<file path="src/rtl/flash_word_fetch_pkg.sv">
// Shared SPI flash definitions.
//   FLASH_ADDR_W   : width of a flash byte address
//   FLASH_CMD_READ : SPI READ opcode issued by the downstream byte engine
//   fetch_state_e  : word-fetch sequencer states
package flash_word_fetch_pkg;

  localparam int unsigned FLASH_ADDR_W   = 24;
  localparam logic [7:0]  FLASH_CMD_READ = 8'h03;

  typedef enum logic [1:0] {
    IDLE,
    ISSUE,
    WAIT,
    RESP
  } fetch_state_e;

endpackage

</file>
<file path="src/rtl/flash_word_fetch.sv">
// Word-fetch sequencer sitting in front of the SPI flash byte-read engine.
// Takes one word request (byte address), issues NBYTES single-byte reads
// at base, base+1, ... (24-bit wrap), packs them little-endian into a
// 32-bit word and returns it on a valid/ready channel.
//
// Ports:
//   clock_12MHz, reset          : clock, synchronous active-high reset
//   req_valid/req_ready/req_addr: word request channel (ready only in IDLE)
//   resp_valid/resp_ready/resp_data : assembled word response channel
//   read_strobe/read_addr       : one-cycle byte read command to the engine
//   read_data/read_busy         : engine byte result and busy flag
module flash_word_fetch
  import flash_word_fetch_pkg::*;
#(
  parameter int unsigned NBYTES = 4
) (
  input  logic                    clock_12MHz,
  input  logic                    reset,
  input  logic                    req_valid,
  output logic                    req_ready,
  input  logic [FLASH_ADDR_W-1:0] req_addr,
  output logic                    resp_valid,
  input  logic                    resp_ready,
  output logic [31:0]             resp_data,
  output logic                    read_strobe,
  output logic [FLASH_ADDR_W-1:0] read_addr,
  input  logic [7:0]              read_data,
  input  logic                    read_busy
);

  localparam logic [1:0] LAST_K = 2'(NBYTES - 1);

  fetch_state_e            state_q;
  logic [1:0]              k_q;
  logic [FLASH_ADDR_W-1:0] base_q;
  logic [31:0]             word_q;
  logic                    skip_q;
  logic                    req_ready_q;
  logic                    resp_valid_q;
  logic                    read_strobe_q;
  logic [FLASH_ADDR_W-1:0] read_addr_q;

  always_ff @(posedge clock_12MHz) begin
    if (reset) begin
      state_q       <= IDLE;
      k_q           <= '0;
      base_q        <= '0;
      word_q        <= '0;
      skip_q        <= 1'b0;
      req_ready_q   <= 1'b0;
      resp_valid_q  <= 1'b0;
      read_strobe_q <= 1'b0;
      read_addr_q   <= '0;
    end else begin
      read_strobe_q <= 1'b0;
      case (state_q)
        IDLE: begin
          // req_ready is registered, so it comes up one cycle after
          // entering IDLE (reset exit) or together with it (response handshake).
          if (req_valid && req_ready_q) begin
            base_q      <= req_addr;
            k_q         <= '0;
            word_q      <= '0;
            req_ready_q <= 1'b0;
            state_q     <= ISSUE;
          end else begin
            req_ready_q <= 1'b1;
          end
        end

        ISSUE: begin
          // Engine is not reset with us and may still be finishing an
          // earlier transfer; only strobe once it reports idle.
          if (!read_busy) begin
            read_strobe_q <= 1'b1;
            read_addr_q   <= base_q + {{(FLASH_ADDR_W-2){1'b0}}, k_q};
            skip_q        <= 1'b1;
            state_q       <= WAIT;
          end
        end

        WAIT: begin
          // Busy only rises the cycle after the engine sees the strobe, so
          // the first WAIT cycle would see a stale idle; ignore it.
          if (skip_q) begin
            skip_q <= 1'b0;
          end else if (!read_busy) begin
            word_q[{k_q, 3'b000} +: 8] <= read_data;
            if (k_q == LAST_K) begin
              resp_valid_q <= 1'b1;
              state_q      <= RESP;
            end else begin
              k_q     <= k_q + 2'd1;
              state_q <= ISSUE;
            end
          end
        end

        RESP: begin
          if (resp_ready) begin
            resp_valid_q <= 1'b0;
            req_ready_q  <= 1'b1;
            state_q      <= IDLE;
          end
        end

        default: state_q <= IDLE;
      endcase
    end
  end

  assign req_ready   = req_ready_q;
  assign resp_valid  = resp_valid_q;
  assign resp_data   = word_q;
  assign read_strobe = read_strobe_q;
  assign read_addr   = read_addr_q;

endmodule

</file>
<file path="config.mk">
export PLATFORM = sky130hd
export DESIGN_NAME = flash_word_fetch
export DESIGN_NICKNAME = d
export VERILOG_FILES = /design/src/rtl/flash_word_fetch_pkg.sv /design/src/rtl/flash_word_fetch.sv
export SDC_FILE = /design/constraint.sdc
export NUM_CORES = 1
export LEC_CHECK = 0
export BUFFER_PORTS_ARGS = -buffer_cell sky130_fd_sc_hd__buf_2
export CORE_MARGIN = 3
export CORE_UTILIZATION = 30
export CTS_CLUSTER_DIAMETER = 60
export DETAILED_ROUTE_END_ITERATION = 8
export PLACE_DENSITY = 0.55
export REMOVE_ABC_BUFFERS = 1
export SETUP_SLACK_MARGIN = 0.15
export SLEW_MARGIN = 20
export SYNTH_ARGS = -nofsm -noshare
export SYNTH_HDL_FRONTEND = slang
export SYNTH_SLANG_ARGS = --single-unit
</file>
<file path="constraint.sdc">
create_clock -name clock_12MHz -period 3.3 [get_ports clock_12MHz]
set_input_delay 0.66 -clock clock_12MHz [delete_from_list [all_inputs] [get_ports clock_12MHz]]
set_output_delay 0.66 -clock clock_12MHz [all_outputs]
set_load 0.01 [all_outputs]
</file>
* Yosys cells after proc, flatten, opt, wreduce, memory -nomap -nowiden
Cells that the tools add are included.
** Storage, ports and cells
- Bits in registers :: 88
- Bits of input ports :: 37
- Output and inout bits :: 59
** Operators by class
- Add/subtract/negate cells :: 3
- Eq/ne operators :: 11
- Shifts and indexed selects :: 2
- Muxes and demuxes :: 28
- Bitwise logic cells :: 2
- Reduce and logical (&&, ||, !) cells :: 15
** Operators by type and width (number)
- 32-bit 2-to-1 mux :: 3
- 32-bit case mux with 2 select lines :: 1
- 32-bit bitwise mux :: 1
- 8-bit by 7-bit variable shift with 32-bit output (first input constant) :: 1
- 8-bit by 7-bit variable part select with 32-bit output :: 1
- 24-bit by 2-bit adder with 24-bit output :: 1
- 2-bit 2-to-1 mux :: 10
- 5-bit AND reduction :: 3
- 2-bit inequality test (second input constant) :: 7
- 1-bit 2-to-1 mux :: 8
- 2-bit case mux with 4 select lines :: 1
- 2-bit AND reduction :: 4
- 2-bit nonzero test :: 4
- 5-bit negation with 7-bit output :: 1
- 2-bit equality test (second input constant) :: 3
- 1-bit case mux with 2 select lines :: 3
- 2-bit case mux with 2 select lines :: 1
- 4-bit AND reduction :: 1
- 2-bit by 1-bit adder with 2-bit output (second input constant) :: 1
- 2-bit by 1-bit equality test with 1-bit output (second input constant) :: 1
- 2-bit logical NOT :: 1
- 1-bit inverter :: 2
- 2-bit OR reduction :: 1
- 1-bit logical AND :: 1

* Longest topological paths before layout
Gate-level depths: netlist of run 1.
- Depth after elaboration :: 6
- Gate-level depth with buffers :: 7
- Mapped depth without buffers :: 7

* Worst setup path before layout of run 1
Ideal clock, no wire load.
- Kind :: flip-flop to flip-flop
- Start point :: register k_q[0]
- End point :: register read_addr_q[20] (netlist: read_addr[20])
- Library setup time :: 0.074 ns
- Arrival :: 2.198 ns
- Data required time :: 3.226 ns
- Path slack :: 1.028 ns
- Stages on the path, launching flop included :: 8
- Cells stage by stage :: dfxtp_1 ha_1 inv_1 fa_1 and4b_1 nand4_1 or3_1 a31oi_1
** On the way
- Cells in the longest elaborated chain, start to end :: 1
** Ends and longest elaborated chain
- start, declared :: line flash_word_fetch.sv:34 : logic [1:0] k_q;
- start signal, assigned :: line flash_word_fetch.sv:93 : k_q <= k_q + 2'd1;
- 24-bit by 2-bit adder with 24-bit output :: line flash_word_fetch.sv:76 : read_addr_q <= base_q + {{(FLASH_ADDR_W-2){1'b0}}, k_q};
- end signal, assigned :: line flash_word_fetch.sv:76
- end, declared :: line flash_word_fetch.sv:41 : logic [FLASH_ADDR_W-1:0] read_addr_q;
No other way between the ends.
A chain may end at the register's enable or synchronous reset.

* Worst setup path in the final report of run 1
Ends and elaborated chain as after synthesis.

==> flow_summary.json, run 1 <==
{
  "fin_ws_ps": 651.0,
  "final_cell_mix": "buf_2 (95), dfxtp_1 (88), nand2_1 (77)",
  "grt_pass1_wl_um": 15730,
  "die_h_um": 116.2,
  "ys_ff_latch": 88,
  "timing.slew.headroom_pct": 54.48,
  "finalSetupViolCount": 0,
  "p_clk_share_pct": 43.0,
  "p_switching_mw": 0.5782,
  "final.period_utilization_pct": 80.27,
  "grt_max_degree": 32,
  "cts_root_buffer": "clkbuf_16",
  "skew_ps": 10.58,
  "initial_core_util_pct": 31.23,
  "clk-insertion-delay-late_ps": 340,
  "dr.pass1.iters": 4,
  "clk_pin_slew_ps": 60,
  "worst_pin_slew_ps": 682.7,
  "combPwrFrac_pct": 8.4,
  "sw_frac_of_total_pct": 24.71,
  "powerDensity_nw_per_um2": 511.2,
  "h-tree-depth": 3,
  "grt_usage_pct": 14.81,
  "place_congestion": 0.8022,
  "drv_slew": 0,
  "synth_area_um2": 3642,
  "final_common_cell": "buf_2",
  "first_iter_violations": 127,
  "synth_edf_count": 0,
  "ant_nets": 0,
  "crit_fanout": 9,
  "drt-vias-per-instance": 4.968,
  "drcViolationCount": 0,
  "fill_cells": 1193,
  "drive_gt1_share_pct": 24.66,
  "power_mw": 2.340,
  "overflow": 0,
  "area_delta_synth_final_pct": 25.70,
  "io_buffers": 95,
  "drt-total-wl_um": 9708,
  "setup-tns-final_ps": 0,
  "layout.nets": 552,
  "die-area_um2": 13500,
  "yosys_warnings": 0,
  "chipWidth_um": 116.2,
  "synth_cell_types": 45,
  "async_flop_share_pct": 0,
  "peakVddDrop_v": 0.0001881,
  "worst_ep_required_time_ps": 3570,
  "crit_type": "flip-flop to flip-flop",
  "rsz0062_at_grt": "no",
  "met2_length_um": 4507,
  "cts_tree": "built",
  "io-pin-count": 96,
  "vias": 3249,
  "postCtsSetupBuffers": 0,
  "hpwl_um": 7120,
  "ys.flop_type": "dfxtp_1",
  "antenna_found_initial": 0,
  "grt_pass1_vias": 3170,
  "min_path_type": "flip-flop to flip-flop",
  "cts.sinks": 88,
  "cts_buffer_depth": 2,
  "post_cts_resized": 0,
  "min_period_ps": 2649,
  "synth_area_per_cell_um2": 8.776,
  "maxUsedRoutingLayer": "met4",
  "holdWs_ps": 453.4,
  "drt-met1-wl_um": 4516,
  "seqPwrFrac_pct": 48.6,
  "diodes": 0,
  "fmax_mhz": 377.5,
  "finalHoldViolCount": 0,
  "status": "complete, no violations",
  "final_util_pct": 39.26,
  "maxCapViolCount": 0,
  "ys_seq_area_share_pct": 48.37,
  "hold_buffers": 0,
  "synthCells": 415,
  "coreArea_um2": 11660,
  "rows": 39,
  "p_int_mw": 1.762,
  "start_kind": "flip-flop",
  "route.met3.wl_um": 344,
  "setup.worst_path.end_class": "flip-flop",
  "leakagePower_nw": 1.843,
  "critical_path_arrival_ps": 2920,
  "numCtsBuffers": 9,
  "post-place-ws_ps": 669.5,
  "wl_per_cell_um": 14.84
}
sequential cells by signal, summed over array words and instances (netlist names):
| signal | cells |
|---|---|
| skip_q | 1 |
| read_strobe | 1 |
| state_q | 2 |
| resp_valid | 1 |
| req_ready | 1 |
| k_q | 2 |
| read_addr | 24 |
| resp_data | 32 |
| base_q | 24 |
logic make-up (layout without fill, tap and decap cells):
logic type	Yosys count	in the layout	synth area share, %
simple gates	155	155	21.37
compound gates	120	120	20.47
xor+xnor	10	10	2.405
buf+inv	30	126	3.264
fa+ha+maj	9	9	3.298
flops	88	88	48.37
mux	3	3	0.8245
metal layers:
metal  vias to the layer above  global-route usage [%]
met5                         -                       0
met4                         0                   8.507
met3                        22                   2.539
met2                        64                   22.86
met1                      1495                   19.55
li1                       1668                       -
final cells by class:
class / instances / area (µm²) / area share (%)
clock buffers: 9 / 225.2 / 4.919
repair buffers: 102 / 528.0 / 11.53
well taps: 143 / 178.9 / 3.908
inverters: 8 / 30.03 / 0.6559
clock inverters: 7 / 72.57 / 1.585
multi-input cells: 297 / 1782 / 38.92
flip-flops and latches: 88 / 1762 / 38.48
critical path, stage by stage (launching register included):
cell     delay, ps
dfxtp_1        510
ha_1           250
inv_1           60
fa_1           410
and4b_1        370
nand4_1        360
or3_1          460
a31oi_1        150
power groups by stage:
stage | combinational [mW] | clock, mW | sequential (mW)
after floorplan | 0.0965 | 0 | 1.16
after global placement | 0.195 | 0 | 1.16
after detailed placement | 0.198 | 0 | 1.16
after CTS | 0.198 | 1.03 | 1.14
after global routing | 0.222 | 1.08 | 1.14
final | 0.196 | 1.01 | 1.14
through the flow:
stage / area [µm²] / cells
after floorplan: 3553 / 393
after global placement: 4280 / 638
after detailed placement: 4280 / 638
after CTS: 4578 / 654
after global routing: 4578 / 654
final: 4578 / 654
final timing paths:
path	from	endpoint	slack (ps)	cells past startpoint
max	k_q[0]	read_addr[20]	650	7
min	resp_data[3]	resp_data[3]	450	2
max reg2reg	k_q[0]	read_addr[20]	650	7
min reg2reg	resp_data[3]	resp_data[3]	450	2
cell usage after synthesis, types with 2 or more instances:
cell | n | area (µm²)
inv_1 | 8 | 30.03
or3_1 | 6 | 37.54
a211oi_1 | 6 | 45.04
nand4bb_1 | 2 | 22.52
buf_1 | 3 | 11.26
a22o_1 | 24 | 210.2
buf_2 | 2 | 10.01
a31oi_1 | 9 | 56.30
clkbuf_1 | 16 | 60.06
o21ai_0 | 22 | 110.1
mux2i_1 | 3 | 30.03
nor3b_1 | 2 | 15.01
xor2_1 | 3 | 26.28
xnor2_1 | 7 | 61.31
nor2b_1 | 2 | 12.51
nor2_1 | 19 | 71.32
or4_1 | 5 | 37.54
nand4_1 | 4 | 25.02
o31ai_1 | 4 | 30.03
nand2b_1 | 3 | 18.77
nand2_1 | 77 | 289.0
a21oi_1 | 50 | 250.2
and4_1 | 3 | 26.28
nand3_1 | 17 | 85.08
dfxtp_1 | 88 | 1762
ha_1 | 8 | 100.1
nor3_1 | 4 | 20.02
Note: power is estimated with default switching activity, not from simulation.
==> inputs of run 2 (changes only) <==
==> constraint.sdc (replaced) <==
create_clock -name clock_12MHz -period 2.5 [get_ports clock_12MHz]
set_input_delay 0.5 -clock clock_12MHz [delete_from_list [all_inputs] [get_ports clock_12MHz]]
set_output_delay 0.5 -clock clock_12MHz [all_outputs]
set_load 0.01 [all_outputs]
==> run 2 against run 1 <==
- routed wire length is 1.8% higher
- utilization rose by 0.44 points
- die area unchanged
- hold slack got worse by 64 ps
- critical path depth down 2
- sequential share of layout area down 0.40 points
- clock-buffer cell count unchanged
- non-clock buffer count grew 7
- via count increased by 1.3%
- global-route usage up 0.14 points
- largest power group unchanged
- highest routed layer unchanged
==> flow_summary.json, run 2 (synthesis gave the netlist of run 1 again) <==
{
  "status": "complete, no violations",
  "min_from": "req_addr[10]",
  "final.period_utilization_pct": 86.15,
  "first_iter_violations": 132,
  "area_delta_synth_final_pct": 27.10,
  "post-place-ws_ps": 67.11,
  "drt-vias-per-instance": 4.988,
  "die-area_um2": 13500,
  "overflow": 0,
  "finalHoldViolCount": 0,
  "finalSetupViolCount": 0,
  "hpwl_um": 7259,
  "timing.slew.headroom_pct": 53.20,
  "final_cells": 660,
  "multi_input_area_um2": 1782,
  "regArea_um2": 1763,
  "grt_usage_pct": 14.95,
  "sw_frac_of_total_pct": 24.73,
  "largest_reg_flops": 32,
  "dpl-instance-area_um2": 4318,
  "r2r_start": "k_q[1]",
  "coreArea_um2": 11660,
  "die_h_um": 116.2,
  "fmax_mhz": 464.3,
  "grt_pass1_vias": 3182,
  "p_clk_share_pct": 43.0,
  "io-pin-count": 96,
  "final_cell_mix": "buf_2 (95), dfxtp_1 (87), nand2_1 (77)",
  "min_period_ps": 2154,
  "wl_per_cell_um": 14.98,
  "maxCapViolCount": 0,
  "vias": 3292,
  "peakVddDrop_v": 0.0003048,
  "p_int_mw": 2.329,
  "hold_buffers": 0,
  "antenna_found_initial": 0,
  "fin_ws_ps": 346.3,
  "leakagePower_nw": 1.871,
  "grt_max_degree": 34,
  "drv_slew": 0,
  "power_mw": 3.094,
  "p_switching_mw": 0.7651,
  "h-tree-depth": 3,
  "drcViolationCount": 0,
  "crit_fanout": 14,
  "cts.sinks": 88,
  "cts_tree": "built",
  "start_kind": "flip-flop",
  "holdPathStages": 3,
  "r2r_cells": 5,
  "setup-tns-final_ps": 0,
  "rsz0062_at_grt": "no",
  "layout.nets": 559,
  "fin_area_um2": 4629,
  "min_path_type": "primary input to flip-flop",
  "cts_root_buffer": "clkbuf_16",
  "numCtsBuffers": 9,
  "diodes": 0,
  "worst_ep_required_time_ps": 2770,
  "seqPwrFrac_pct": 48.6,
  "io_buffers": 95,
  "hold_end": "base_q[10]",
  "ant_nets": 0,
  "chipWidth_um": 116.2,
  "fill_cells": 1197,
  "final_common_cell": "buf_2",
  "dr.pass1.iters": 4,
  "place_congestion": 0.8005,
  "drt-total-wl_um": 9884,
  "worst_pin_slew_ps": 702.0,
  "crit_type": "flip-flop to flip-flop",
  "setup.worst_path.end_class": "flip-flop",
  "drive_gt1_share_pct": 25.73,
  "r2r_end": "read_addr[17]",
  "combPwrFrac_pct": 8.5,
  "powerDensity_nw_per_um2": 668.3,
  "rows": 39,
  "critical_path_arrival_ps": 2420,
  "initial_core_util_pct": 31.23,
  "startpoint": "k_q[1]",
  "clk-insertion-delay-late_ps": 340,
  "skew_ps": 8.203,
  "numPlacedInstances": 643,
  "cts_buffer_depth": 2,
  "reg2reg_slack_ps": 350,
  "clk_pin_slew_ps": 70,
  "grt_pass1_wl_um": 15970
}
[run 2: cell types whose count changed in the layout (fill, tap and decap cells not counted), sizes merged]
| cell | delta |
|---|---|
| clkinv | -3 |
| inv | +1 |
| buf | +7 |
| clkinvlp | +1 |
[run 2: timing repair]
| action | in CTS | in global routing |
|---|---|---|
| setup buffers | 2 | 0 |
| setup endpoints to repair | 4 | 3 |
| resized for setup | 0 | 1 |
[run 2: per-layer routing]
layer  global-route usage (%)  routed length, µm
met5                        0                  0
met4                    8.121                301
met3                    2.539                314
met2                    23.28               4621
met1                    19.77               4647
[run 2: worst max-delay path by stage]
| stage | endpoint | slack, ps | depth (start not counted) |
|---|---|---|---|
| after detailed placement | read_addr[22] | 70 | 6 |
| final | read_addr[17] | 350 | 5 |
| after CTS | read_addr[20] | 260 | 7 |
| after global placement | read_addr[20] | 190 | 6 |
| after global routing | read_addr[22] | 200 | 8 |
| after floorplan | read_addr[18] | -950 | 4 |
[run 2: critical path: stages, from the launching register on]
cell     delay, ps
dfxtp_2        350
ha_1           280
a21oi_1         90
or4b_4         650
or4_1          540
a31oi_1        170
[run 2: power by group through the flow]
stage / Sequential (mW) / Clock, mW / Combinational (mW)
finish: 1.50 / 1.33 / 0.263
global route: 1.51 / 1.43 / 0.295
CTS: 1.50 / 1.36 / 0.265
detailed placement: 1.53 / 0 / 0.263
global placement: 1.53 / 0 / 0.260
floorplan: 1.53 / 0 / 0.127
[run 2: cell type report]
cell class / instances / area share (%)
clock inverters: 6 / 1.514
inverters: 8 / 0.6486
flip-flops and latches: 88 / 38.08
multi-input cells: 297 / 38.49
clock buffers: 9 / 4.865
repair buffers: 109 / 12.54
well taps: 143 / 3.865
[run 2: per-stage QoR]
step / hold WS [ps] / utilization (%)
2_1_floorplan: 434.0 / -
4_1_cts: 382.0 / 39.68
6_report: 389.2 / 39.70
5_1_grt: 389.5 / 39.70
3_3_place_gp: 447.4 / 37.02
3_5_place_dp: 452.9 / 37.02
==> inputs of run 3 (changes only) <==
--- a/config.mk
+++ b/config.mk
@@ -7,10 +7,10 @@
 export LEC_CHECK = 0
 export BUFFER_PORTS_ARGS = -buffer_cell sky130_fd_sc_hd__buf_2
 export CORE_MARGIN = 3
-export CORE_UTILIZATION = 30
+export CORE_UTILIZATION = 35
 export CTS_CLUSTER_DIAMETER = 60
 export DETAILED_ROUTE_END_ITERATION = 8
-export PLACE_DENSITY = 0.55
+export PLACE_DENSITY = 0.62
 export REMOVE_ABC_BUFFERS = 1
 export SETUP_SLACK_MARGIN = 0.15
 export SLEW_MARGIN = 20
==> run 3 against run 2 <==
- global-route usage increased by 1.3 points
- highest routed layer unchanged
- combinational power down 2%
- critical endpoint is now read_addr[21]
- register-to-register slack about the same
==> flow_summary.json, run 3 (synthesis gave the netlist of run 1 again) <==
{
  "status": "complete, no violations",
  "rsz0062_at_grt": "no",
  "final_cell_mix": "buf_2 (95), dfxtp_1 (87), nand2_1 (77)",
  "die-area_um2": 11670,
  "hpwl_um": 6813,
  "chipWidth_um": 108.0,
  "grt_pass1_wl_um": 15160,
  "h-tree-depth": 3,
  "cts_buffer_depth": 2,
  "peakVddDrop_v": 0.0002352,
  "hold_end": "base_q[8]",
  "drt-total-wl_um": 9363,
  "r2r_start": "k_q[1]",
  "coreArea_um2": 9955,
  "final_common_cell": "buf_2",
  "layout.nets": 558,
  "powerDensity_nw_per_um2": 632.2,
  "final.period_utilization_pct": 86.20,
  "leakagePower_nw": 1.837,
  "cts.sinks": 88,
  "power_mw": 2.872,
  "cts_root_buffer": "clkbuf_8",
  "largest_reg_flops": 32,
  "fin_area_um2": 4543,
  "start_kind": "flip-flop",
  "crit_type": "flip-flop to flip-flop",
  "multi_input_area_um2": 1782,
  "regArea_um2": 1763,
  "rows": 36,
  "die_h_um": 108.0,
  "fill_cells": 984,
  "fmax_mhz": 464.0,
  "dr.pass1.iters": 4,
  "drcViolationCount": 0,
  "finalHoldViolCount": 0,
  "crit_fanout": 14,
  "initial_core_util_pct": 36.59,
  "place_congestion": 0.8164,
  "reg2reg_slack_ps": 340,
  "vias": 3270,
  "final_util_pct": 45.64,
  "clk_pin_slew_ps": 90,
  "drive_gt1_share_pct": 25.73,
  "worst_ep_required_time_ps": 2780,
  "dpl-instance-area_um2": 4298,
  "grt_max_degree": 36,
  "fin_ws_ps": 344.9,
  "drv_slew": 0,
  "hold_buffers": 0,
  "area_delta_synth_final_pct": 24.73,
  "cts_tree": "built",
  "io-pin-count": 96,
  "antenna_found_initial": 0,
  "post-place-ws_ps": 131.0,
  "grt_pass1_vias": 3137,
  "skew_ps": 9.408,
  "overflow": 0,
  "r2r_cells": 5,
  "drt-vias-per-instance": 5.031,
  "io_buffers": 95,
  "first_iter_violations": 135,
  "clk-insertion-delay-late_ps": 360,
  "worst_pin_slew_ps": 682.3,
  "grt_usage_pct": 16.21,
  "r2r_end": "read_addr[21]",
  "holdPathStages": 3,
  "diodes": 0,
  "min_period_ps": 2155,
  "critical_path_arrival_ps": 2440,
  "finalSetupViolCount": 0,
  "wl_per_cell_um": 14.40,
  "min_from": "req_addr[8]",
  "timing.slew.headroom_pct": 54.51,
  "maxCapViolCount": 0,
  "ant_nets": 0,
  "numCtsBuffers": 9,
  "min_path_type": "primary input to flip-flop",
  "setup.worst_path.end_class": "flip-flop"
}
==> run 3: worst max path at each step <==
| stage | startpoint | endpoint |
|---|---|---|
| floorplan | state_q[0] | read_addr[18] |
| global placement | k_q[1] | read_addr[20] |
| detailed placement | k_q[1] | read_addr[20] |
| CTS | k_q[1] | read_addr[20] |
| global route | k_q[1] | read_addr[17] |
| finish | k_q[1] | read_addr[21] |
==> run 3: routing by layer <==
metal | share of wire, % | wire, µm | track usage, %
met4 | 1.6 | 147 | 5.771
met3 | 3.9 | 361 | 3.761
met1 | 47 | 4384 | 20.61
met2 | 48 | 4470 | 26.95
met5 | 0 | 0 | 0
==> run 3: final cells by class <==
class	instances	area share, %
multi-input combinational	297	39.22
clock inverter	6	2.010
sequential	88	38.80
tap	133	3.663
clock buffer	10	3.029
inverter	8	0.6610
timing repair buffer	108	12.61
==> run 3: report_power, final <==
part	leakage (nW)	internal [mW]	total, mW	switching, mW
clock network	0.105	0.593	1.11	0.520
registers	0.713	1.45	1.50	0.0507
logic	1.02	0.103	0.258	0.155
total	1.84	2.15	2.87	0.726
==> run 3: worst max-delay path: stages (launching register included) <==
cell     delay (ps)
dfxtp_2         350
ha_1            280
a21oi_1          90
or4b_4          650
or4_1           530
a31oi_1         180
==> run 3: repair_timing <==
| item | 4_1_cts | 5_1_grt |
|---|---|---|
| resized for setup | 0 | 1 |
| setup buffers | 2 | 0 |
| setup endpoints to repair | 4 | 2 |
==> run 3: per-stage QoR <==
stage                     instances  setup TNS (ps)  hold slack, ps
after floorplan                 393          -35270           434.0
after global placement          632               0           447.6
after detailed placement        632               0           446.8
after CTS                       650               0           350.4
after global routing            650               0           360.2
final                           650               0           364.5
